==> src/rtl/background_difference_if.sv <==
`default_nettype none
// ============================================================================
//  Module   : background_difference_if
//  Purpose  : Pixel-pair inputs and foreground-mask outputs of the detector.
//  Revision : 1.0  initial release
// ============================================================================
interface background_difference_if #(
    parameter int DATA_WIDTH = 8
);
    logic [DATA_WIDTH-1:0] luma_bg;
    logic [DATA_WIDTH-1:0] luma_sign;
    logic                  object_image;
    logic [DATA_WIDTH-1:0] diff_mag;
    logic                  out_valid;

    modport master (
        output luma_bg,
        output luma_sign,
        input  object_image,
        input  diff_mag,
        input  out_valid
    );

    modport slave (
        input  luma_bg,
        input  luma_sign,
        output object_image,
        output diff_mag,
        output out_valid
    );
endinterface
`default_nettype wire

==> src/rtl/background_difference.sv <==
`default_nettype none
// ============================================================================
//  Module   : background_difference
//  Purpose  : Per-pixel |bg - live| luma magnitude and thresholded object mask,
//             registered with one clock of latency.
//  Revision : 1.0  initial release
// ============================================================================
module background_difference #(
    parameter int DATA_WIDTH = 8,
    parameter int THRESHOLD  = 20
) (
    input  wire logic               clk,
    input  wire logic               rst,
    background_difference_if.slave  pix
);
    localparam logic [DATA_WIDTH:0] c_threshold = (DATA_WIDTH + 1)'(THRESHOLD);

    logic [DATA_WIDTH:0]   w_bg_ext;
    logic [DATA_WIDTH:0]   w_sign_ext;
    logic [DATA_WIDTH:0]   w_diff_wide;
    logic                  w_object;

    logic                  r_object_image;
    logic [DATA_WIDTH-1:0] r_diff_mag;
    logic                  r_out_valid;

    // Larger minus smaller in one extra bit, so the result never wraps.
    always_comb begin
        w_bg_ext   = {1'b0, pix.luma_bg};
        w_sign_ext = {1'b0, pix.luma_sign};
        if (w_bg_ext >= w_sign_ext) begin
            w_diff_wide = w_bg_ext - w_sign_ext;
        end else begin
            w_diff_wide = w_sign_ext - w_bg_ext;
        end
        w_object = (w_diff_wide > c_threshold);
    end

    always_ff @(posedge clk or negedge rst) begin
        if (!rst) begin
            r_object_image <= 1'b0;
            r_diff_mag     <= '0;
            r_out_valid    <= 1'b0;
        end else begin
            r_object_image <= w_object;
            r_diff_mag     <= w_diff_wide[DATA_WIDTH-1:0];
            r_out_valid    <= 1'b1;
        end
    end

    assign pix.object_image = r_object_image;
    assign pix.diff_mag     = r_diff_mag;
    assign pix.out_valid    = r_out_valid;
endmodule
`default_nettype wire

==> src/flat_wrapper.sv <==
// flat-port wrapper written by rule: the top's interface ports become plain ports
module background_difference_flat 
#(
    parameter int DATA_WIDTH = 8,
    parameter int THRESHOLD  = 20
)
  (clk, rst, pix_luma_bg, pix_luma_sign, pix_object_image, pix_diff_mag, pix_out_valid);
  background_difference_if #(.DATA_WIDTH(DATA_WIDTH)) pix_i ();
  input  wire logic clk;
  input  wire logic rst;
  input wire logic [$bits(pix_i.luma_bg)-1:0] pix_luma_bg;
  input wire logic [$bits(pix_i.luma_sign)-1:0] pix_luma_sign;
  output wire logic [$bits(pix_i.object_image)-1:0] pix_object_image;
  output wire logic [$bits(pix_i.diff_mag)-1:0] pix_diff_mag;
  output wire logic [$bits(pix_i.out_valid)-1:0] pix_out_valid;
  assign pix_i.luma_bg = pix_luma_bg;
  assign pix_i.luma_sign = pix_luma_sign;
  assign pix_object_image = pix_i.object_image;
  assign pix_diff_mag = pix_i.diff_mag;
  assign pix_out_valid = pix_i.out_valid;
  background_difference #(.DATA_WIDTH(DATA_WIDTH), .THRESHOLD(THRESHOLD)) u_core (.clk(clk), .rst(rst), .pix(pix_i));
endmodule
==> config.mk <==
export PLATFORM = sky130hd
export DESIGN_NAME = background_difference_flat
export DESIGN_NICKNAME = d
export VERILOG_FILES = /design/src/rtl/background_difference_if.sv /design/src/rtl/background_difference.sv /design/src/flat_wrapper.sv
export SDC_FILE = /design/constraint.sdc
export NUM_CORES = 1
export LEC_CHECK = 0
export ABC_AREA = 1
export CAP_MARGIN = 40
export CORE_AREA = 2 2 67 69
export DETAILED_ROUTE_END_ITERATION = 6
export DIE_AREA = 0 0 69 71
export SLEW_MARGIN = 30
export SYNTH_ARGS = -nofsm -noshare
export SYNTH_HDL_FRONTEND = slang
export SYNTH_SLANG_ARGS = --single-unit
==> constraint.sdc <==
create_clock -name clk -period 0.8 [get_ports clk]
set_input_delay 0.16 -clock clk [delete_from_list [all_inputs] [get_ports clk]]
set_output_delay 0.16 -clock clk [all_outputs]
set_load 0.02 [all_outputs]
; ---- After elaboration in Yosys (flattened, before gate mapping)
; Index checks and enable logic that the tools add are counted.
[op_classes]
addsub = 2
order_cmp = 2
mux = 1
[ops]
columns = cell, n
row1 = $sub 8x8->9, 2
row2 = $gt 9x5->1 const B, 1
row3 = $mux 9, 1
row4 = $ge 8x8->1, 1
[word_totals]
regBits = 10
input_bits = 18
out_inout_bits = 10

; ---- Logic depth before layout (Yosys ltp)
; Gate-level depths: netlist of the first run.
[logic_depth]
word_depth = 3
depth_mapped = 16
depth_no_buf = 15

; ---- Worst setup path before layout of the first run
; No wires, ideal clock.
[synth_timing]
kind = input-to-reg
start = input pix_luma_sign[3]
end = register u_core.r_object_image, in the netlist u_core.pix.object_image
setup_time_ns = 0.117
arrival_ns = 1.422
required_ns = 0.683
path_slack_ns = -0.740
path_stages = 15
path_buffers = 1
cell_sequence = inv_1 ha_1 buf_6 nand2_2 inv_2 nand2_2 nand3_4 nand2_4 nand2_8 nand2_2 nand2_2 inv_2 nand2_1 nor2_1 nand2_1
[synth_between]
elab_chain_cells = 3
[synth_rtl]
columns = element, line_no
row1 = from (decl), flat_wrapper.sv:12  ; input wire logic [$bits(pix_i.luma_sign)-1:0] pix_luma_sign;
row2 = $sub 8x8->9 (tied with other cells), background_difference.sv:34  ; w_diff_wide = w_sign_ext - w_bg_ext;
row3 = $mux 9 (*), background_difference.sv:31  ; if (w_bg_ext >= w_sign_ext) begin
row4 = net u_core.w_diff_wide[5], background_difference.sv:20  ; logic [DATA_WIDTH:0] w_diff_wide;
row5 = $gt 9x5->1 (*), background_difference.sv:36  ; w_object = (w_diff_wide > c_threshold);
row6 = net u_core.w_object, background_difference.sv:21  ; logic w_object;
row7 = to (signal assigned), background_difference.sv:45  ; r_object_image <= w_object;
row8 = to (decl), background_difference.sv:23  ; logic r_object_image;
; The timed path passes the listed nets; every way through them passes the cells marked *.

; ---- Final worst setup path of the first run
[layout_timing]
start = input pix_luma_bg[0]
end = register u_core.r_object_image, in the netlist u_core.pix.object_image
[layout_between]
elab_chain_cells = 3
[layout_rtl]
columns = element, line_no
row1 = from (decl), flat_wrapper.sv:11  ; input wire logic [$bits(pix_i.luma_bg)-1:0] pix_luma_bg;
row2 = $sub 8x8->9 (tied with other cells), background_difference.sv:34
row3 = $mux 9 (*), background_difference.sv:31
row4 = net u_core.w_diff_wide[6], background_difference.sv:20
row5 = $gt 9x5->1 (*), background_difference.sv:36
row6 = net u_core.w_object, background_difference.sv:21
; Marks and branches as above.

==> results of run 1 <==
[flip-flops by register name, indices dropped and copies added (netlist names)]
name / count
u_core.pix.out_valid: 1
u_core.pix.diff_mag: 8
u_core.pix.object_image: 1
[path summary, 6_finish.rpt]
path                           startpoint                       to  slack, ns  cells after the start
min in group clk           pix_luma_bg[0]   u_core.pix.diff_mag[0]       0.49                      6
worst max-delay path       pix_luma_bg[0]  u_core.pix.object_image      -0.63                     15
max in group asynchronous             rst   u_core.pix.diff_mag[4]       0.44                      2
worst min-delay path                  rst     u_core.pix.out_valid       0.26                      2
[per-layer routing]
metal	share of wire (%)	vias up	global-route usage [%]
met5	0	-	0
met4	1.3	0	4.58
met3	3.2	5	1.42
met2	52	30	24.8
met1	43	617	17.6
li1	-	752	-
[final cells by class]
class                           instances  area, sq um
Sequential cell                        10          250
Timing Repair Buffer                   63          597
Fill cell                             404         1860
Multi-Input combinational cell        147         1190
Clock buffer                            3         41.3
Inverter                               51          204
Tap cell                               52         65.1
[through the flow]
step / cell area (sq um) / worst slack, ns / total power, mW
2_1_floorplan: 1520 / -0.646 / 1.65
3_3_place_gp: 2060 / -1.32 / 2.31
3_5_place_dp: 2060 / -1.36 / 2.32
4_1_cts: 2230 / -0.600 / 3.00
5_1_grt: 2340 / -0.717 / 3.38
6_report: 2340 / -0.626 / 3.13
[report_power, final]
| group | internal [mW] | switching [mW] | total (mW) |
|---|---|---|---|
| combinational | 0.996 | 1.00 | 2.00 |
| sequential | 0.605 | 0.0419 | 0.647 |
| clock | 0.326 | 0.163 | 0.489 |
| total | 1.93 | 1.21 | 3.13 |
[cell usage in the layout, fill, tap and decap left out, types with 4 or more instances in the layout]
| master | n |
|---|---|
| nand2_2 | 21 |
| nand3_1 | 8 |
| buf_6 | 25 |
| nand2_1 | 49 |
| inv_2 | 14 |
| nand4_1 | 4 |
| inv_1 | 34 |
| buf_2 | 5 |
| ha_1 | 7 |
| dfrtp_1 | 10 |
| nor2_4 | 6 |
| buf_4 | 28 |
| nand2_4 | 13 |
| a21oi_1 | 5 |
| ha_4 | 9 |
[cell families (layout without fill, tap and decap cells)]
group / after synthesis / after routing / synth area share (%)
and+or+nand+nor: 111 / 111 / 40.6
buffers and inverters: 53 / 117 / 15.3
adders and majority gates: 18 / 18 / 17.2
AOI/OAI and AO/OA: 11 / 11 / 4.93
DFF: 10 / 10 / 17.9
xor gates and xnor gates: 6 / 6 / 3.76
other: 1 / 1 / 0.269
[what timing repair did]
action	CTS	global route
buffers inserted	7	2
pin swaps	44	35
setup endpoints to repair	19	18
hold buffers	0	0
gates resized for setup	162	33
==> results by group, run 1 <==
Place
  – DP HPWL: 2610 microns
  – Placed insts: 315
  – Port Buffers: 27
  – Gpl congestion: 0.857

Flow run
  – MaxCap Viol Count: 0

Floorplan
  – Core footprint: 4200 sq um
  – IO Pins: 28
  – Starting Density: 33.2%
  – Die ar.: 4900 sq um
  – Die span in y: 71 microns
  – # rows: 24
  – Die Wd: 69 microns

Clock tree
  – Clk root buf: clkbuf_8
  – Clk slew on worst S/H paths: 0.04 ns
  – CTS tree: built
  – CTS Buf Count: 3
  – H-tree Lvls: 1
  – Clock Path Buffers: 2
  – Clk sinks: 10

Critical path
  – CP cell instances: buf_6 > buf_6 > ha_4 > nand2_4 > nor2_4 > nand2_2 > nand2_2 > nor2_4 > nand2_8 > nand2_2 > nand2_2 > inv_2 > nand2_2 > nor2_2 > nand2_2
  – Crit path largest cell delay: 0.21 ns
  – CP max stage cell: ha_4
  – Worst endpoint required time: 0.92 ns
  – Crit. End Element: flip-flop
  – CP bufs+invs: 3
  – Crit-path leading delay family: simple AND/OR/NAND/NOR gates
  – CP Launch Type: primary input
  – CP max FO: 8
  – Crit path DAT: 1.55 ns
  – Most common cell on crit path: nand2_2
  – Crit path kind: primary input to flip-flop

Synthesis
  – Synth Net Count: 246
  – Synth cell types: 24
  – Ranking of synthesized cells by area: dfrtp_1, nand2_1, ha_1
  – Post-synth ARST share: 100%
  – Yosys top cell by area: dfrtp_1
  – Synth Warn #: 0
  – Register area share after synthesis: 17.9%
  – Number of enable flip-flop cells after synthesis: 0
  – Top_reg_cell synth: dfrtp_1
  – Post-Syn Instances: 210
  – Mapped Area: 1400 sq um
  – Synth Register Bits: 10
  – Synthesized area per cell: 6.65 sq um
  – Synth top area share: 17.9%
  – Synth cell count leaders: nand2_1, inv_1, nand2_2, ha_1, nand3_1
  – Most instantiated library cell after synthesis: nand2_1

Routing
  – DRT Pass-1 Iters: 4
  – Wire per inst: 9.65 microns
  – Iter 0 DRT Violations: 15
  – Final ANT Viol Nets: 0
  – Routed vias/inst: 4.31
  – Routed WL: 3150 microns
  – Drt drc: 0
  – Via count: 1,404

Power
  – Leakage power: 1.28 nW
  – Pwr Density: 1340 nW/um^2
  – Maximum VDD drop: 0.000371 V

STA
  – Setup ws final: -0.626 ns
  – Unrepaired setup endpoints after global routing: yes
  – Hold slack: 0.260 ns
  – Setup TNS: -4.84 ns
  – Final setup viols: 18
  – Final worst-path cycle share: 178%
  – Max Clk Rate: 701 MHz
  – Final Hold Fails: 0
  – Final Max Tran Viols: 0
  – Post-layout min period: 1.43 ns

Global routing
  – Initial antenna violation count: 0
  – GRT Total Usage: 13.9%
  – Vias in the first global route: 1,277
  – Largest net degree at the start of global routing: 11
  – First-pass GRT wire length: 5600 microns
  – Total grt overflow: 0

Worst hold path
  – Worst min path class: primary input to asynchronous set/reset pin

Final layout
  – Layout area overhead: 67.9%
  – # diodes: 0
  – Share of cells above drive strength 1: 52.9%
  – Nets: 312
  – Final core utilization: 55.8%
  – Non-Filler Instances: 326

Outcome
  – Failing checks: setup timing
  – Status: complete, but fails checks
(Power assumes the default switching activity.)
==> inputs of run 2 (changes only) <==
--- a/config.mk
+++ b/config.mk
@@ -10,6 +10,7 @@
 export CORE_AREA = 2 2 67 69
 export DETAILED_ROUTE_END_ITERATION = 6
 export DIE_AREA = 0 0 69 71
+export SETUP_SLACK_MARGIN = 0.4
 export SLEW_MARGIN = 30
 export SYNTH_ARGS = -nofsm -noshare
 export SYNTH_HDL_FRONTEND = slang
==> results by group, run 2 (synthesis gave the netlist of run 1 again) <==
Final layout
  – Register area: 250 sq um (unchanged)
  – Multi-input gate area: 1230 sq um (was 1190 sq um)
  – Commonest non-fill, non-tap cell in the layout: nand2_1 (unchanged)
  – Nets: 314 (was 312)
  – Layout area overhead: 72.1% (was 67.9%)
  – Final core utilization: 57.2% (was 55.8%)
  – Filler cells: 405 (was 404)
  – Most frequent cells in the layout: nand2_1, inv_1, buf_4, buf_6, nand2_2 (unchanged)
  – Share of cells above drive strength 1: 54.7% (was 52.9%)
  – # diodes: 0 (unchanged)
  – Max reg flops: 8 (unchanged)

STA
  – Hold slack: 0.255 ns (was 0.260 ns)
  – Final setup viols: 18 (unchanged)
  – Unrepaired setup endpoints after global routing: yes (unchanged)
  – Final Hold Fails: 0 (unchanged)
  – Final Max Tran Viols: 0 (unchanged)
  – Post-layout min period: 1.42 ns (was 1.43 ns)
  – Max Clk Rate: 704 MHz (was 701 MHz)
  – Final worst-path cycle share: 177% (was 178%)
  – Setup ws final: -0.620 ns (was -0.626 ns)

Global routing
  – Vias in the first global route: 1,464 (was 1,277)
  – Total grt overflow: 0 (unchanged)
  – Largest net degree at the start of global routing: 11 (unchanged)
  – GRT Total Usage: 14.5% (was 13.9%)
  – First-pass GRT wire length: 5870 microns (was 5600 microns)
  – Initial antenna violation count: 0 (unchanged)

Critical path
  – CP cell instances: buf_6 > buf_6 > ha_4 > fa_2 > inv_2 > nand3_2 > nand3_4 > a21oi_2 > nand3_1 > nand2_1 > inv_1 > nand2_1 > nor2_1 > nand2_1 (was buf_6 > buf_6 > ha_4 > nand2_4 > nor2_4 > nand2_2 > nand2_2 > nor2_4 > nand2_8 > nand2_2 > nand2_2 > inv_2 > nand2_2 > nor2_2 > nand2_2)
  – Crit. End Element: flip-flop (unchanged)
  – CP max FO: 2 (was 8)
  – Crit path DAT: 1.54 ns (was 1.55 ns)
  – Most common cell on crit path: nand2_1 (was nand2_2)
  – Worst endpoint required time: 0.92 ns (about the same)
  – Crit path kind: primary input to flip-flop (unchanged)
  – Crit path largest cell delay: 0.35 ns (was 0.21 ns)
  – CP max stage cell: fa_2 (was ha_4)
  – CP Launch Type: primary input (unchanged)

Flow run
  – MaxCap Viol Count: 0 (unchanged)

Place
  – Port Buffers: 27 (unchanged)
  – DP HPWL: 2710 microns (was 2610 microns)
  – Place WS: -1.37 ns (was -1.36 ns)
  – Gpl congestion: 0.892 (was 0.857)

Floorplan
  – Die span in y: 71 microns (unchanged)
  – Core footprint: 4200 sq um (unchanged)
  – Die Wd: 69 microns (unchanged)
  – Starting Density: 33.2% (unchanged)
  – IO Pins: 28 (unchanged)
  – Die ar.: 4900 sq um (unchanged)
  – # rows: 24 (unchanged)

Clock tree
  – CTS tree: built (unchanged)
  – H-tree Lvls: 1 (unchanged)
  – Clock Path Buffers: 2 (unchanged)
  – Clk sinks: 10 (unchanged)
  – CTS Buf Count: 3 (unchanged)
  – Clk root buf: clkbuf_8 (unchanged)
  – Hold Buf Count CTS: 0 (unchanged)
  – Clk slew on worst S/H paths: 0.04 ns (about the same)

Power
  – Pwr Density: 1330 nW/um^2 (was 1340 nW/um^2)
  – Pwr Total: 3.19 mW (was 3.13 mW)
  – Leakage power: 1.27 nW (was 1.28 nW)
  – Maximum VDD drop: 0.000411 V (was 0.000371 V)

Outcome
  – Status: complete, but fails checks (unchanged)
  – Failing checks: setup timing (unchanged)

Routing
  – Via count: 1,407 (was 1,404)
  – Routed WL: 3260 microns (was 3150 microns)
  – Final ANT Viol Nets: 0 (unchanged)
  – DRT Pass-1 Iters: 4 (unchanged)
  – Wire per inst: 9.95 microns (was 9.65 microns)
  – Iter 0 DRT Violations: 14 (was 15)
  – Routed vias/inst: 4.29 (was 4.31)
  – Drt drc: 0 (unchanged)

Worst hold path
  – Worst min path class: primary input to asynchronous set/reset pin (unchanged)
==> run 2: through the flow <==
stage | TNS [ns] | instances | area, sq um
6_report | -4.66 | 328 | 2400
5_1_grt | -5.44 | 328 | 2400
2_1_floorplan | -3.91 | 210 | 1530
3_3_place_gp | -12.51 | 319 | 2100
4_1_cts | -4.79 | 327 | 2330
3_5_place_dp | -12.77 | 319 | 2100
==> run 2: what timing repair did <==
action                     4_1_cts  5_1_grt
buffers inserted                 5        1
resized for setup              179       15
pin swaps                       47       14
setup endpoints to repair       19       19
==> run 2: layout make-up <==
type / count / share of cell area, %
Timing Repair Buffer: 65 / 25.5
Clock buffer: 3 / 1.72
Multi-Input combinational cell: 147 / 51.0
Sequential cell: 10 / 10.4
Inverter: 51 / 8.69
Tap cell: 52 / 2.71
==> run 2: worst paths after layout <==
path                           startpoint                       to  slack, ns
worst min-delay path                  rst   u_core.pix.diff_mag[2]       0.26
max in group asynchronous             rst   u_core.pix.diff_mag[5]       0.44
worst max-delay path       pix_luma_bg[0]  u_core.pix.object_image      -0.62
min in group clk           pix_luma_bg[0]   u_core.pix.diff_mag[0]       0.36
==> run 2: power by group <==
| group | internal [mW] | switching (mW) |
|---|---|---|
| sequential | 0.605 | 0.0431 |
| clock | 0.327 | 0.170 |
| combinational | 1.01 | 1.03 |
| total | 1.95 | 1.24 |
==> run 2: layer usage <==
metal | track usage [%] | part of all wire, % | vias to the layer above
met1 | 16.2 | 41 | 610
li1 | - | - | 753
met3 | 1.71 | 2.7 | 13
met5 | 0 | 0 | -
met4 | 9.37 | 4.1 | 0
met2 | 26.3 | 53 | 31
==> run 2: worst max-delay path: cells and delay by family <==
family	cells	cell delay, ns
AOI/OAI and AO/OA	1	0.07
and+or+nand+nor	7	0.49
buffers and inverters	4	0.32
adders and majority gates	2	0.50
==> inputs of run 3 (changes only) <==
==> constraint.sdc (replaced) <==
create_clock -name clk -period 1.3 [get_ports clk]
set_input_delay 0.26 -clock clk [delete_from_list [all_inputs] [get_ports clk]]
set_output_delay 0.26 -clock clk [all_outputs]
set_load 0.02 [all_outputs]
==> results by group, run 3 (synthesis gave the netlist of run 1 again) <==
Floorplan
  – Die Wd: 69 microns (unchanged)
  – IO Pins: 28 (unchanged)
  – Core footprint: 4200 sq um (unchanged)
  – Die ar.: 4900 sq um (unchanged)
  – Die span in y: 71 microns (unchanged)
  – Starting Density: 33.2% (unchanged)
  – # rows: 24 (unchanged)

Critical path
  – Worst endpoint required time: 1.42 ns (was 0.92 ns)
  – Crit path DAT: 1.61 ns (was 1.54 ns)
  – Crit. End Element: flip-flop (unchanged)
  – CP Launch Type: primary input (unchanged)
  – Crit path kind: primary input to flip-flop (unchanged)
  – CP max FO: 2 (unchanged)

Routing
  – Via count: 1,385 (was 1,407)
  – Final ANT Viol Nets: 0 (unchanged)
  – Iter 0 DRT Violations: 19 (was 14)
  – Wire per inst: 9.46 microns (was 9.95 microns)
  – DRT Pass-1 Iters: 4 (unchanged)
  – Drt drc: 0 (unchanged)
  – Routed WL: 3110 microns (was 3260 microns)
  – Routed vias/inst: 4.21 (was 4.29)

Final layout
  – Final Instance Area: 2300 sq um (was 2400 sq um)
  – Share of cells above drive strength 1: 50.5% (was 54.7%)
  – Layout area overhead: 64.8% (was 72.1%)
  – Most frequent cells in the layout: nand2_1, inv_1, buf_4, buf_6, nand2_2 (unchanged)
  – Max reg flops: 8 (unchanged)
  – # diodes: 0 (unchanged)
  – Nets: 314 (unchanged)
  – Commonest non-fill, non-tap cell in the layout: nand2_1 (unchanged)

Global routing
  – Largest net degree at the start of global routing: 11 (unchanged)
  – Initial antenna violation count: 0 (unchanged)
  – Vias in the first global route: 1,392 (was 1,464)
  – First-pass GRT wire length: 5870 microns (unchanged)
  – Total grt overflow: 0 (unchanged)
  – GRT Total Usage: 14.4% (was 14.5%)

Power
  – Sequential share of power: 20.5% (was 20.3%)
  – Psw: 0.717 mW (was 1.24 mW)
  – Pwr Density: 843 nW/um^2 (was 1330 nW/um^2)
  – Maximum VDD drop: 0.000277 V (was 0.000411 V)
  – Power Internal: 1.22 mW (was 1.95 mW)
  – Leakage power: 1.26 nW (was 1.27 nW)
  – Sw frac: 37.0% (was 38.9%)
  – Pwr Total: 1.94 mW (was 3.19 mW)
  – Clock share of power: 19.2% (was 15.6%)
  – Combinational Power Share: 60.3% (was 64.1%)

STA
  – Max Clk Rate: 673 MHz
  – Final Max Tran Viols: 0 (unchanged)
  – Post-layout min period: 1.49 ns
  – Final worst-path cycle share: 114%
  – Hold slack: 0.335 ns (was 0.255 ns)
  – Final Hold Fails: 0 (unchanged)
  – Setup ws final: -0.187 ns (was -0.620 ns)
  – Final setup viols: 8 (was 18)
  – Unrepaired setup endpoints after global routing: yes (unchanged)

Clock tree
  – Clk slew on worst S/H paths: 0.05 ns (was 0.04 ns)
  – Hold Buf Count CTS: 0 (unchanged)
  – Clock Path Buffers: 2 (unchanged)
  – CTS tree: built (unchanged)
  – CTS Buf Count: 3 (unchanged)
  – Clk root buf: clkbuf_8 (unchanged)
  – Clk sinks: 10 (unchanged)
  – H-tree Lvls: 1 (unchanged)

Place
  – Placed inst area: 2050 sq um (was 2100 sq um)
  – Gpl congestion: 0.925 (was 0.892)
  – Port Buffers: 27 (unchanged)
  – Place WS: -0.932 ns (was -1.37 ns)
  – DP HPWL: 2660 microns (was 2710 microns)

Outcome
  – Failing checks: setup timing (unchanged)
  – Status: complete, but fails checks (unchanged)

Flow run
  – MaxCap Viol Count: 0 (unchanged)

Worst hold path
  – Worst min path class: primary input to asynchronous set/reset pin (unchanged)
## run 3: cell types whose count changed in the layout (fill, tap and decap cells not counted), moves of 3 or more
cell	previous run	this run
nand2_1	50	56
inv_2	16	12
buf_12	3	0
buf_4	28	34
inv_1	32	36
## run 3: power by group through the flow
stage	registers, mW	logic (mW)	clock network, mW
after global routing	0.406	1.29	0.404
after detailed placement	0.390	1.04	0
after floorplan	0.471	0.547	0
final	0.397	1.17	0.373
after CTS	0.398	1.14	0.386
after global placement	0.389	1.03	0
## run 3: layout make-up
cell class,instances,area (sq um)
clock buffers,4,55.1
fillers,418,1900
inverters,51,204
multi-input cells,147,1150
flip-flops and latches,10,250
well taps,52,65.1
repair buffers,65,579
## run 3: per-stage QoR
| stage | cells | setup TNS [ns] | utilization [%] |
|---|---|---|---|
| 6_report | 329 | -0.666 | 54.7 |
| 5_1_grt | 329 | -1.25 | 54.7 |
| 4_1_cts | 329 | -0.582 | 53.5 |
| 3_5_place_dp | 315 | -6.73 | 48.7 |
| 3_3_place_gp | 315 | -6.61 | 48.7 |
| 2_1_floorplan | 210 | -0.707 | - |
## run 3: worst paths after layout
check / from / to / slack [ns]
min in group clk: pix_luma_bg[0] / u_core.pix.diff_mag[0] / 0.49
max in group asynchronous: rst / u_core.pix.diff_mag[6] / 0.67
hold / removal: rst / u_core.pix.diff_mag[1] / 0.33
setup / recovery: pix_luma_bg[0] / u_core.pix.object_image / -0.19
## run 3: critical path, cell delays in order
cell and delay [ns]:
buf_6 0.10, buf_6 0.10, ha_4 0.15, fa_2 0.36
inv_2 0.07, nand2_1 0.07, nand4_1 0.07, nand2_1 0.07
nand2_1 0.08, nand2_2 0.06, inv_2 0.04, nand2_1 0.04
nor2_1 0.07, nand2_1 0.05
## run 3: repair_timing
item	in CTS	in global routing
setup buffers	10	0
endpoints found under the hold margin	0	0
resized for setup	161	17
setup endpoints to repair	19	18
pin swaps	44	15
## run 3: metal layers
layer  vias up  global-route usage, %  routed length, microns
met4         0                   6.32                      50
met1       600                   17.9                    1370
li1        751                      -                       -
met5         -                      0                       0
met3         6                   1.57                     108
met2        28                   25.3                    1590
